<file path="src/rtl/ooop_defs_pkg.sv">
// Shared out-of-order pipeline definitions: physical/ROB tag widths and the
// per-lane commit record used by the commit stage.
package ooop_defs;

  localparam int PREG_W     = 7;
  localparam int ROB_TAG_W  = 4;
  localparam int ARCH_REG_W = 5;
  localparam int ARCH_REGS  = 32;

  typedef struct packed {
    logic                  valid;
    logic [ROB_TAG_W-1:0]  tag;
    logic                  rd_used;
    logic [ARCH_REG_W-1:0] rd_arch;
    logic [PREG_W-1:0]     dest_new;
    logic [PREG_W-1:0]     dest_old;
  } commit_lane_t;

endpackage

</file>
<file path="src/rtl/commit_unit_mw_free_tag_fifo.sv">
// Multi-push (up to PUSH_W per cycle, packed in lane order), single-pop FIFO
// holding released physical tags on their way back to the freelist.
module free_tag_fifo #(
  parameter  int DEPTH  = 8,
  parameter  int PUSH_W = 2,
  parameter  int DATA_W = 7,
  localparam int AW     = $clog2(DEPTH),
  localparam int PTR_W  = AW + 1
) (
  input  logic                           clk,
  input  logic                           rst,
  input  logic [PUSH_W-1:0]              push_valid,
  input  logic [PUSH_W-1:0][DATA_W-1:0]  push_data,
  input  logic                           pop,
  output logic                           head_valid,
  output logic [DATA_W-1:0]              head_data,
  output logic [PTR_W-1:0]               occupancy
);

  logic [DATA_W-1:0] mem [DEPTH];
  logic [PTR_W-1:0]  wr_ptr, rd_ptr;
  logic [PTR_W-1:0]  push_cnt;
  logic [AW-1:0]     wr_addr [PUSH_W];

  // Sparse push lanes are compacted: each valid lane lands after the ones below it.
  always_comb begin
    push_cnt = '0;
    for (int i = 0; i < PUSH_W; i++) begin
      // NOTE: blocking assignments here build a running sum across the loop; in
      // always_ff the same pattern would need <= and would not accumulate.
      wr_addr[i] = wr_ptr[AW-1:0] + push_cnt[AW-1:0];
      push_cnt   = push_cnt + PTR_W'(push_valid[i]);
    end
  end

  // NOTE: the storage array carries no reset; validity is tracked by the
  // pointers alone, which keeps the array as plain RAM.
  always_ff @(posedge clk) begin
    for (int i = 0; i < PUSH_W; i++) begin
      if (push_valid[i]) mem[wr_addr[i]] <= push_data[i];
    end
  end

  // Pointers carry one extra wrap bit: full = MSBs differ with equal low bits.
  always_ff @(posedge clk or posedge rst) begin
    if (rst) begin
      wr_ptr <= '0;
      rd_ptr <= '0;
    end else begin
      wr_ptr <= wr_ptr + push_cnt;
      rd_ptr <= rd_ptr + PTR_W'(pop);
    end
  end

  assign occupancy  = wr_ptr - rd_ptr;
  assign head_valid = (occupancy != '0);
  assign head_data  = head_valid ? mem[rd_ptr[AW-1:0]] : '0;

endmodule

</file>
<file path="src/rtl/commit_unit_mw.sv">
// Multi-wide in-order commit: retires up to COMMIT_W ROB heads, updates the
// retirement RAT and queues old tags for the freelist. Define
// COMMIT_UNIT_STATS_EN to add retired/stall counters.
module commit_unit_mw #(
  parameter  int COMMIT_W    = 2,
  parameter  int FREEQ_DEPTH = 8,
  parameter  int ARCH_REGS   = ooop_defs::ARCH_REGS,
  parameter  int PREG_W      = ooop_defs::PREG_W,
  parameter  int ROB_TAG_W   = ooop_defs::ROB_TAG_W,
  localparam int CNT_W       = $clog2(COMMIT_W + 1)
) (
  input  logic                             clk,
  input  logic                             rst,
  input  logic                             flush_i,
  input  logic [COMMIT_W-1:0]              rob_commit_valid_i,
  input  logic [COMMIT_W*ROB_TAG_W-1:0]    rob_commit_tag_i,
  input  logic [COMMIT_W-1:0]              rob_commit_rd_used_i,
  input  logic [COMMIT_W*5-1:0]            rob_commit_rd_arch_i,
  input  logic [COMMIT_W*PREG_W-1:0]       rob_commit_dest_new_i,
  input  logic [COMMIT_W*PREG_W-1:0]       rob_commit_dest_old_i,
  output logic [COMMIT_W-1:0]              commit_ready_o,
  output logic                             free_valid_o,
  output logic [PREG_W-1:0]                free_tag_o,
  input  logic                             free_ready_i,
  output logic [ARCH_REGS*PREG_W-1:0]      rrat_map_o,
  output logic [CNT_W-1:0]                 commit_count_o
`ifdef COMMIT_UNIT_STATS_EN
  ,
  output logic [31:0]                      stat_retired_o,
  output logic [31:0]                      stat_stall_o
`endif
);
  import ooop_defs::*;

  localparam int PTR_W = $clog2(FREEQ_DEPTH) + 1;

  commit_lane_t                        lane [COMMIT_W];
  logic [COMMIT_W-1:0]                 writes, retire, push_valid;
  logic [COMMIT_W-1:0][PREG_W-1:0]     push_data;
  logic [PTR_W-1:0]                    occupancy, free_slots, need_cnt;
  logic                                chain_ok;
  logic                                unused_tags;
  logic [PREG_W-1:0]                   rrat [ARCH_REGS];

  always_comb begin
    unused_tags = 1'b0;
    for (int i = 0; i < COMMIT_W; i++) begin
      lane[i].valid    = rob_commit_valid_i[i];
      lane[i].tag      = rob_commit_tag_i[i*ROB_TAG_W +: ROB_TAG_W];
      lane[i].rd_used  = rob_commit_rd_used_i[i];
      lane[i].rd_arch  = rob_commit_rd_arch_i[i*ARCH_REG_W +: ARCH_REG_W];
      lane[i].dest_new = rob_commit_dest_new_i[i*PREG_W +: PREG_W];
      lane[i].dest_old = rob_commit_dest_old_i[i*PREG_W +: PREG_W];
      writes[i]        = lane[i].valid && lane[i].rd_used && (lane[i].rd_arch != '0);
      unused_tags      = unused_tags ^ (^lane[i].tag);
    end
  end

  // Credit only slots free at cycle start; same-cycle pops are ignored.
  assign free_slots = PTR_W'(FREEQ_DEPTH) - occupancy;

  // Thermometer accept: any invalid lane or exhausted credit ends the group.
  always_comb begin
    commit_ready_o = '0;
    need_cnt       = '0;
    chain_ok       = !rst && !flush_i;
    for (int i = 0; i < COMMIT_W; i++) begin
      chain_ok = chain_ok && lane[i].valid;
      need_cnt = need_cnt + PTR_W'(writes[i]);
      if (need_cnt > free_slots) chain_ok = 1'b0;
      commit_ready_o[i] = chain_ok;
    end
  end

  always_comb begin
    commit_count_o = '0;
    for (int i = 0; i < COMMIT_W; i++) begin
      retire[i]      = rob_commit_valid_i[i] && commit_ready_o[i];
      push_valid[i]  = retire[i] && writes[i];
      push_data[i]   = lane[i].dest_old;
      commit_count_o = commit_count_o + CNT_W'(retire[i]);
    end
  end

  free_tag_fifo #(
    .DEPTH  (FREEQ_DEPTH),
    .PUSH_W (COMMIT_W),
    .DATA_W (PREG_W)
  ) u_free_fifo (
    .clk        (clk),
    .rst        (rst),
    .push_valid (push_valid),
    .push_data  (push_data),
    .pop        (free_valid_o && free_ready_i),
    .head_valid (free_valid_o),
    .head_data  (free_tag_o),
    .occupancy  (occupancy)
  );

  always_ff @(posedge clk or posedge rst) begin
    if (rst) begin
      for (int r = 0; r < ARCH_REGS; r++) rrat[r] <= PREG_W'(r);
    end else begin
      // NOTE: ascending lane order plus last-NBA-wins lets the youngest lane
      // own the entry when several lanes retire to the same rd.
      for (int i = 0; i < COMMIT_W; i++) begin
        if (push_valid[i]) rrat[lane[i].rd_arch] <= lane[i].dest_new;
      end
    end
  end

  always_comb begin
    for (int r = 0; r < ARCH_REGS; r++) rrat_map_o[r*PREG_W +: PREG_W] = rrat[r];
  end

`ifdef COMMIT_UNIT_STATS_EN
  logic        stall_cycle;
  logic [32:0] retired_sum;

  assign stall_cycle = rob_commit_valid_i[0] && !commit_ready_o[0] && !flush_i;
  assign retired_sum = {1'b0, stat_retired_o} + 33'(commit_count_o);

  always_ff @(posedge clk or posedge rst) begin
    if (rst) begin
      stat_retired_o <= '0;
      stat_stall_o   <= '0;
    end else begin
      stat_retired_o <= retired_sum[32] ? '1 : retired_sum[31:0];
      if (stall_cycle && (stat_stall_o != '1)) stat_stall_o <= stat_stall_o + 32'd1;
    end
  end
`endif

endmodule

</file>
<file path="config.mk">
export PLATFORM = sky130hd
export DESIGN_NAME = commit_unit_mw
export DESIGN_NICKNAME = d
export VERILOG_FILES = /design/src/rtl/ooop_defs_pkg.sv /design/src/rtl/commit_unit_mw_free_tag_fifo.sv /design/src/rtl/commit_unit_mw.sv
export SDC_FILE = /design/constraint.sdc
export NUM_CORES = 1
export LEC_CHECK = 0
export ABC_AREA = 1
export ABC_CLOCK_PERIOD_IN_PS = 16800
export CELL_PAD_IN_SITES_DETAIL_PLACEMENT = 0
export CELL_PAD_IN_SITES_GLOBAL_PLACEMENT = 1
export CORE_MARGIN = 4
export CORE_UTILIZATION = 30
export CTS_BUF_LIST = sky130_fd_sc_hd__clkbuf_16
export CTS_CLUSTER_DIAMETER = 30
export DETAILED_ROUTE_END_ITERATION = 12
export GPL_ROUTABILITY_DRIVEN = 0
export PLACE_DENSITY = 0.65
export SLEW_MARGIN = 30
export SYNTH_ARGS = -nofsm -noshare
export SYNTH_HDL_FRONTEND = slang
export SYNTH_SLANG_ARGS = --single-unit
</file>
<file path="constraint.sdc">
create_clock -name clk -period 16.8 [get_ports clk]
set_input_delay 2.52 -clock clk [delete_from_list [all_inputs] [get_ports clk]]
set_output_delay 2.52 -clock clk [all_outputs]
set_load 0.005 [all_outputs]
</file>
==> results.sh, run 1 <==
export IMPL_run_status="completed"
export IMPL_wire_per_inst_um=20.8
export IMPL_p_leak_nw=11.7
export IMPL_switching_share=0.323
export IMPL_rr_startpoint="u_free_fifo.rd_ptr[1]$_DFF_PP0_"
export IMPL_crit_required_ns=14.28
export IMPL_grt_usage=0.240
export IMPL_rrSetupSlack_ns=10.00
export IMPL_pwr_share_clk=0.469
export IMPL_final_net_count=2804
export IMPL_finalMaxSlewViolations=0
export IMPL_antenna_found_initial=7
export IMPL_grt_max_degree=205
export IMPL_std_cell_rows=87
export IMPL_layout_min_cycle_time_ns=8.70
export IMPL_dr_first_iter_drc_count=1474
export IMPL_cts_setup_buffers=0
export IMPL_seqPwrFrac=0.278
export IMPL_worstPathArrival_ns=6.18
export IMPL_critPathLaunchType="primary input"
export IMPL_relSlewSlack=0.151
export IMPL_die_w_um=246
export IMPL_syn_inst=2461
export IMPL_layout_drive_gt1_share=0.0920
export IMPL_syn_avg_cell_area_um2=6.92
export IMPL_cts_root_buf="clkbuf_16"
export IMPL_synthTopCellsByArea="dfrtp_1 22%, nand2_1 20%, nand3_1 16%"
export IMPL_syn_to_final_growth_pct=37.7
export IMPL_worstHoldPathCells=0
export IMPL_criticalPathCategory="in -> out"
export IMPL_dp_hpwl_um=45700
export IMPL_dr_pass1_iters=6
export IMPL_ios=290
export IMPL_cts_resized=0
export IMPL_synth_fp_nets=2533
export IMPL_grt_pass1_vias=17200
export IMPL_finalSetupTns_ns=0
export IMPL_via_count=18000
export IMPL_clockBufferDepth=3
export IMPL_synthDominantCellAreaShare=0.223
export IMPL_n_fill_cell=5766
export IMPL_path_clk_slew_ns=0.05
export IMPL_overflow=0
export IMPL_hold_worst_slack_ns=0.373
export IMPL_rr_endpoint="u_free_fifo.mem[4][5]$_DFFE_PP_"
export IMPL_drv_cap=0
export IMPL_peakVddDrop_mv=0.0866
export IMPL_detail_route_antenna_nets=0
export IMPL_die_h_um=246
export IMPL_power_density_nw_per_um2=146
export IMPL_h_tree_depth=3
export IMPL_synth_area_um2=17000
export IMPL_critical_path_max_fanout=6
export IMPL_timing_fmax_ghz=0.115
export IMPL_reg2reg_depth=16
export IMPL_critPathCaptureType="output pin"
export IMPL_dp_cells=3389
export IMPL_cts_tree="done"
export IMPL_drt_vias_per_instance=5.04
export IMPL_combPwrFrac=0.253
export IMPL_io_buffers=281
export IMPL_drc=0
export IMPL_hold_buffers=0
export IMPL_fin_crit_sh=0.518
export IMPL_min_to="rrat_map_o[1]$_DFF_PP0_"
export IMPL_dieArea_um2=60600
export IMPL_worstSkewPairLatency_ns=0.62
export IMPL_drt_wl_total_um=74300
export IMPL_hold_path_class="reg -> reg"
export IMPL_yosys_warnings=0
export IMPL_fin_util=0.416
export IMPL_final_cells=3572
export IMPL_power_switching_w=0.00110
export IMPL_post_place_ws_ns=8.06
export IMPL_start_util=0.302
export IMPL_layout_setup_ws_ns=8.10
export IMPL_yosys_area_top_type="dfrtp_1"
export IMPL_rsz0062_at_grt="false"
export IMPL_worst_slew_pin_slew_ns=1.27
export IMPL_setup_violations=0
export IMPL_yosysSeqAreaShare=0.446
export IMPL_fp_coreArea_um2=56300
export IMPL_clock_skew_ns=0.0265
export IMPL_cts_buffers=97
export IMPL_grt_pass1_wl_um=110000
export IMPL_hp_start="rrat_map_o[1]$_DFF_PP0_"
export IMPL_cts_sinks=288
export IMPL_hold_violations=0
export IMPL_synth_cell_type_count=25
export IMPL_p_int_w=0.00232
export IMPL_yosys_register_bits=288
-- cell usage in the layout, fill, tap and decap left out, types with 8 or more instances in the layout --
master           synthesis  final
nand2_1                893    893
nand3_1                546    545
inv_1                  308    336
clkdlybuf4s50_1          0    281
dfrtp_1                152    152
nor2_1                 101    100
clkbuf_16                0     98
o21ai_0                100     92
dfstp_2                 80     80
edfxtp_1                56     56
nand4_1                 24     24
clkinv_1                 1     22
buf_4                    1     22
a21oi_1                 18     18
ha_1                    16     16
mux2_2                  14     14
clkinv_2                 0     10
o21ai_1                  0      8
-- critical path, cell delays in order --
cell and delay (ns):
clkdlybuf4s50_1 0.51, nor3_1 0.42, inv_1 0.25, o21ai_0 0.40, inv_1 0.11, nand2_1 0.07, inv_1 0.04, ha_1 0.27
inv_1 0.04, ha_1 0.29, a21oi_1 0.12, nand3_1 0.09, nand2_1 0.21, nor2_4 0.07, ha_1 0.29, clkdlybuf4s50_1 0.49
-- how the worst max path moves through the flow --
stage / startpoint / endpoint / slack, ns / cells after the start
2_1_floorplan: rst / commit_count_o[0] / 5.72 / 7
3_3_place_gp: rob_commit_rd_arch_i[8] / commit_count_o[0] / 7.98 / 18
3_5_place_dp: rob_commit_rd_arch_i[8] / commit_count_o[0] / 8.06 / 16
4_1_cts: rob_commit_rd_arch_i[8] / commit_count_o[0] / 8.06 / 16
5_1_grt: rob_commit_rd_arch_i[8] / commit_count_o[0] / 7.78 / 18
6_report: rob_commit_rd_arch_i[8] / commit_count_o[0] / 8.10 / 16
-- state kept, by name, summed over array words and instances, names as in the netlist --
register	cells
rrat_map_o	224
u_free_fifo.mem	56
u_free_fifo.rd_ptr	4
u_free_fifo.wr_ptr	4
-- through the flow --
stage               area [µm²]  total power, W
global placement         20500         0.00182
CTS                      23400         0.00345
global route             23400         0.00360
detailed placement       20500         0.00183
finish                   23400         0.00342
floorplan                17000         0.00138
-- synthesized netlist by cell type --
cell and number:
clkinv_1 1, nor3_2 1, ha_1 16, buf_2 40, or2_2 1, nand3_2 1, inv_1 308, a21oi_1 18
nor3_1 4, nor2_2 1, fa_1 2, nand4_1 24, dfstp_2 80, mux2_2 14, nor2_1 101, edfxtp_1 56
xor2_1 6, buf_4 1, nand2_1 893, clkbuf_1 65, nand3_1 546, buf_1 28, dfrtp_1 152, inv_2 2
o21ai_0 100
-- per-layer routing --
layer | global-route usage | up-vias | part of all wire
met4 | 0.0954 | 10 | 0.034
li1 | - | 8447 | -
met3 | 0.0663 | 159 | 0.090
met5 | 0 | - | 0.00092
met1 | 0.317 | 8582 | 0.42
met2 | 0.373 | 813 | 0.45
-- final cells by class --
cell class | instances | area (µm²) | share of cell area
multi-input combinational | 1728 | 7730 | 0.330
timing repair buffer | 306 | 3020 | 0.129
clock buffer | 98 | 2450 | 0.105
inverter | 311 | 1170 | 0.0501
tap | 756 | 946 | 0.0404
sequential | 288 | 7590 | 0.324
clock inverter | 83 | 508 | 0.0217
antenna | 2 | 5.00 | 0.000214
-- power groups by stage --
stage	Sequential [W]	Combinational, W	Clock [W]
2_1_floorplan	0.000923	0.000454	0
3_5_place_dp	0.000960	0.000867	0
4_1_cts	0.000953	0.000872	0.00162
5_1_grt	0.000965	0.000971	0.00167
6_report	0.000951	0.000864	0.00160
3_3_place_gp	0.000959	0.000856	0
-- kinds of logic (layout without fill, tap and decap cells) --
kind of cell / Yosys count / in the layout / synth area share
XOR/XNOR: 6 / 6 / 0.00309
AO/OA/AOI/OAI: 118 / 118 / 0.0347
other: 0 / 2 / 0
flip-flops: 288 / 288 / 0.446
multiplexers: 14 / 14 / 0.00926
adder cells (fa/ha/maj): 18 / 18 / 0.0141
AND/OR/NAND/NOR: 1572 / 1572 / 0.392
buffers and inverters: 445 / 798 / 0.101
(Power assumes the default switching activity.)
==> inputs of run 2 (changes only) <==
- ABC_CLOCK_PERIOD_IN_PS: 16800 -> 9100
- clock period: 16.8 -> 9.1 ns (I/O delays scaled with it)
==> run 2 against run 1 <==
Largest cell class unchanged. Die area is the same. Largest power group unchanged. Routed wire length is essentially flat. Clock power grew 91%. Final area grew 0.33%. Clock skew is essentially flat. Sequential share of layout area shrank 0.11 points. Hold slack lost 0.0026 ns. Utilization grew 0.14 points. Combinational power grew 85%. Non-clock buffer count grew 1. Critical endpoint unchanged.
==> results.sh, run 2 (synthesis results as in run 1) <==
export IMPL_critPathCaptureType="output pin"
export IMPL_fin_crit_sh=0.758
export IMPL_finalSetupTns_ns=0
export IMPL_via_count=17900
export IMPL_pwr_share_clk=0.476
export IMPL_cts_sinks=288
export IMPL_hold_buffers=0
export IMPL_criticalPathCategory="in -> out"
export IMPL_worstSkewPairLatency_ns=0.62
export IMPL_antenna_found_initial=6
export IMPL_dr_first_iter_drc_count=1295
export IMPL_detail_route_antenna_nets=0
export IMPL_path_clk_slew_ns=0.04
export IMPL_relSlewSlack=0.281
export IMPL_timing_fmax_ghz=0.145
export IMPL_die_w_um=246
export IMPL_largest_reg_flops=224
export IMPL_power_w=0.00640
export IMPL_clock_skew_ns=0.0263
export IMPL_die_h_um=246
export IMPL_worstPathArrival_ns=5.53
export IMPL_drt_wl_total_um=74300
export IMPL_clockBufferDepth=3
export IMPL_crit_path_cell_trace="clkdlybuf4s50_1 -> nor3_1 -> inv_1 -> o21ai_0 -> inv_1 -> buf_4 -> nand2_1 -> inv_1 -> ha_1 -> inv_1 -> ha_1 -> a21oi_1 -> nand3_1 -> nand2_1 -> nor2_4 -> ha_1 -> clkdlybuf4s50_1"
export IMPL_io_buffers=281
export IMPL_layout_drive_gt1_share=0.0885
export IMPL_run_status="completed"
export IMPL_overflow=0
export IMPL_start_util=0.302
export IMPL_drt_vias_per_instance=5.00
export IMPL_path_delay_family="buffers and inverters"
export IMPL_combPwrFrac=0.250
export IMPL_power_switching_w=0.00201
export IMPL_setup_violations=0
export IMPL_cts_tree="done"
export IMPL_dieArea_um2=60600
export IMPL_final_net_count=2803
export IMPL_worst_slew_pin_slew_ns=1.08
export IMPL_cts_buffers=95
export IMPL_grt_pass1_vias=17300
export IMPL_drv_cap=0
export IMPL_cp_slowest_cell="clkdlybuf4s50_1"
export IMPL_drc=0
export IMPL_h_tree_depth=3
export IMPL_fin_util=0.418
export IMPL_switching_share=0.313
export IMPL_cp_num_buf_inv=7
export IMPL_power_density_nw_per_um2=272
export IMPL_wire_per_inst_um=20.8
export IMPL_grt_pass1_wl_um=110000
export IMPL_peakVddDrop_mv=0.160
export IMPL_p_int_w=0.00440
export IMPL_layout_min_cycle_time_ns=6.90
export IMPL_fp_coreArea_um2=56300
export IMPL_critical_path_max_fanout=32
export IMPL_syn_to_final_growth_pct=38.1
export IMPL_final_cell_mix="893 x nand2_1, 545 x nand3_1, 343 x inv_1, 281 x clkdlybuf4s50_1, 152 x dfrtp_1"
export IMPL_dr_pass1_iters=5
export IMPL_dp_hpwl_um=45700
export IMPL_std_cell_rows=87
export IMPL_rrSetupSlack_ns=3.08
export IMPL_layout_commonest_cell="nand2_1"
export IMPL_cts_root_buf="clkbuf_16"
export IMPL_seqPwrFrac=0.274
export IMPL_cpMostUsedCell="inv_1"
export IMPL_hold_violations=0
export IMPL_cts_resized=0
export IMPL_finalMaxSlewViolations=0
export IMPL_ios=290
export IMPL_grt_max_degree=211
export IMPL_worst_path_largest_cell_delay_ns=0.51
export IMPL_hold_path_class="reg -> reg"
export IMPL_crit_required_ns=7.74
export IMPL_p_leak_nw=11.8
export IMPL_rsz0062_at_grt="false"
export IMPL_cts_setup_buffers=0
export IMPL_grt_usage=0.240
export IMPL_hold_worst_slack_ns=0.371
export IMPL_critPathLaunchType="primary input"
run 2: cell types whose count changed in the layout (fill, tap and decap cells not counted), moves of 2 or more:
cell        change
bufinv_16       +6
clkbuf_16       -2
inv_6           -4
clkinvlp_4      -5
clkinv_1        +2
clkinv_2        -3
clkinv_4        -3
inv_1           +7
run 2: worst reg2reg max path, delay by kind of cell (launching register included):
kind / cells / cell delay (ns)
flops: 1 / 0.63
compound gates: 1 / 0.48
xor+xnor: 1 / 0.25
fa+ha+maj: 4 / 1.30
simple gates: 6 / 2.44
buf+inv: 3 / 0.57
run 2: area by class of cell:
class	count	area, µm²
Tap cell	756	946
Multi-Input combinational cell	1728	7740
Clock buffer	96	2400
Timing Repair Buffer	307	3030
Sequential cell	288	7590
Fill cell	5764	32800
Clock inverter	83	624
Inverter	311	1170
Antenna cell	1	2.50
run 2: final timing paths:
check                                                 from  cells after the start                              end
min in group asynchronous                              rst                      2         rrat_map_o[60]$_DFF_PP0_
hold / removal                     rrat_map_o[1]$_DFF_PP0_                      0          rrat_map_o[1]$_DFF_PP0_
setup / recovery                   rob_commit_rd_arch_i[8]                     17                commit_count_o[0]
max in group asynchronous                              rst                      3        rrat_map_o[181]$_DFF_PP0_
hold reg to reg                    rrat_map_o[1]$_DFF_PP0_                      0          rrat_map_o[1]$_DFF_PP0_
setup reg to reg           u_free_fifo.rd_ptr[1]$_DFF_PP0_                     15  u_free_fifo.mem[7][1]$_DFFE_PP_
run 2: layer usage:
layer,share of wire,routed length [µm],GRT usage,vias up
li1,-,-,-,8429
met1,0.42,31300,0.311,8535
met2,0.46,34600,0.386,715
met3,0.079,5890,0.0656,176
met4,0.033,2490,0.0828,8
met5,0.00086,64,0,-
run 2: stage by stage:
step           worst slack, ns  cell area, µm²  cells
6_report                  2.20           23500   3570
5_1_grt                   2.04           23500   3569
4_1_cts                   2.24           23500   3569
3_5_place_dp              2.20           20500   3390
3_3_place_gp              2.19           20500   3390
2_1_floorplan           0.0382           17000   2461
run 2: power groups by stage:
stage	logic [W]	registers (W)	clock network (W)
floorplan	0.000838	0.00170	0
global placement	0.00159	0.00177	0
detailed placement	0.00160	0.00177	0
CTS	0.00161	0.00176	0.00309
global route	0.00180	0.00178	0.00317
finish	0.00160	0.00175	0.00305
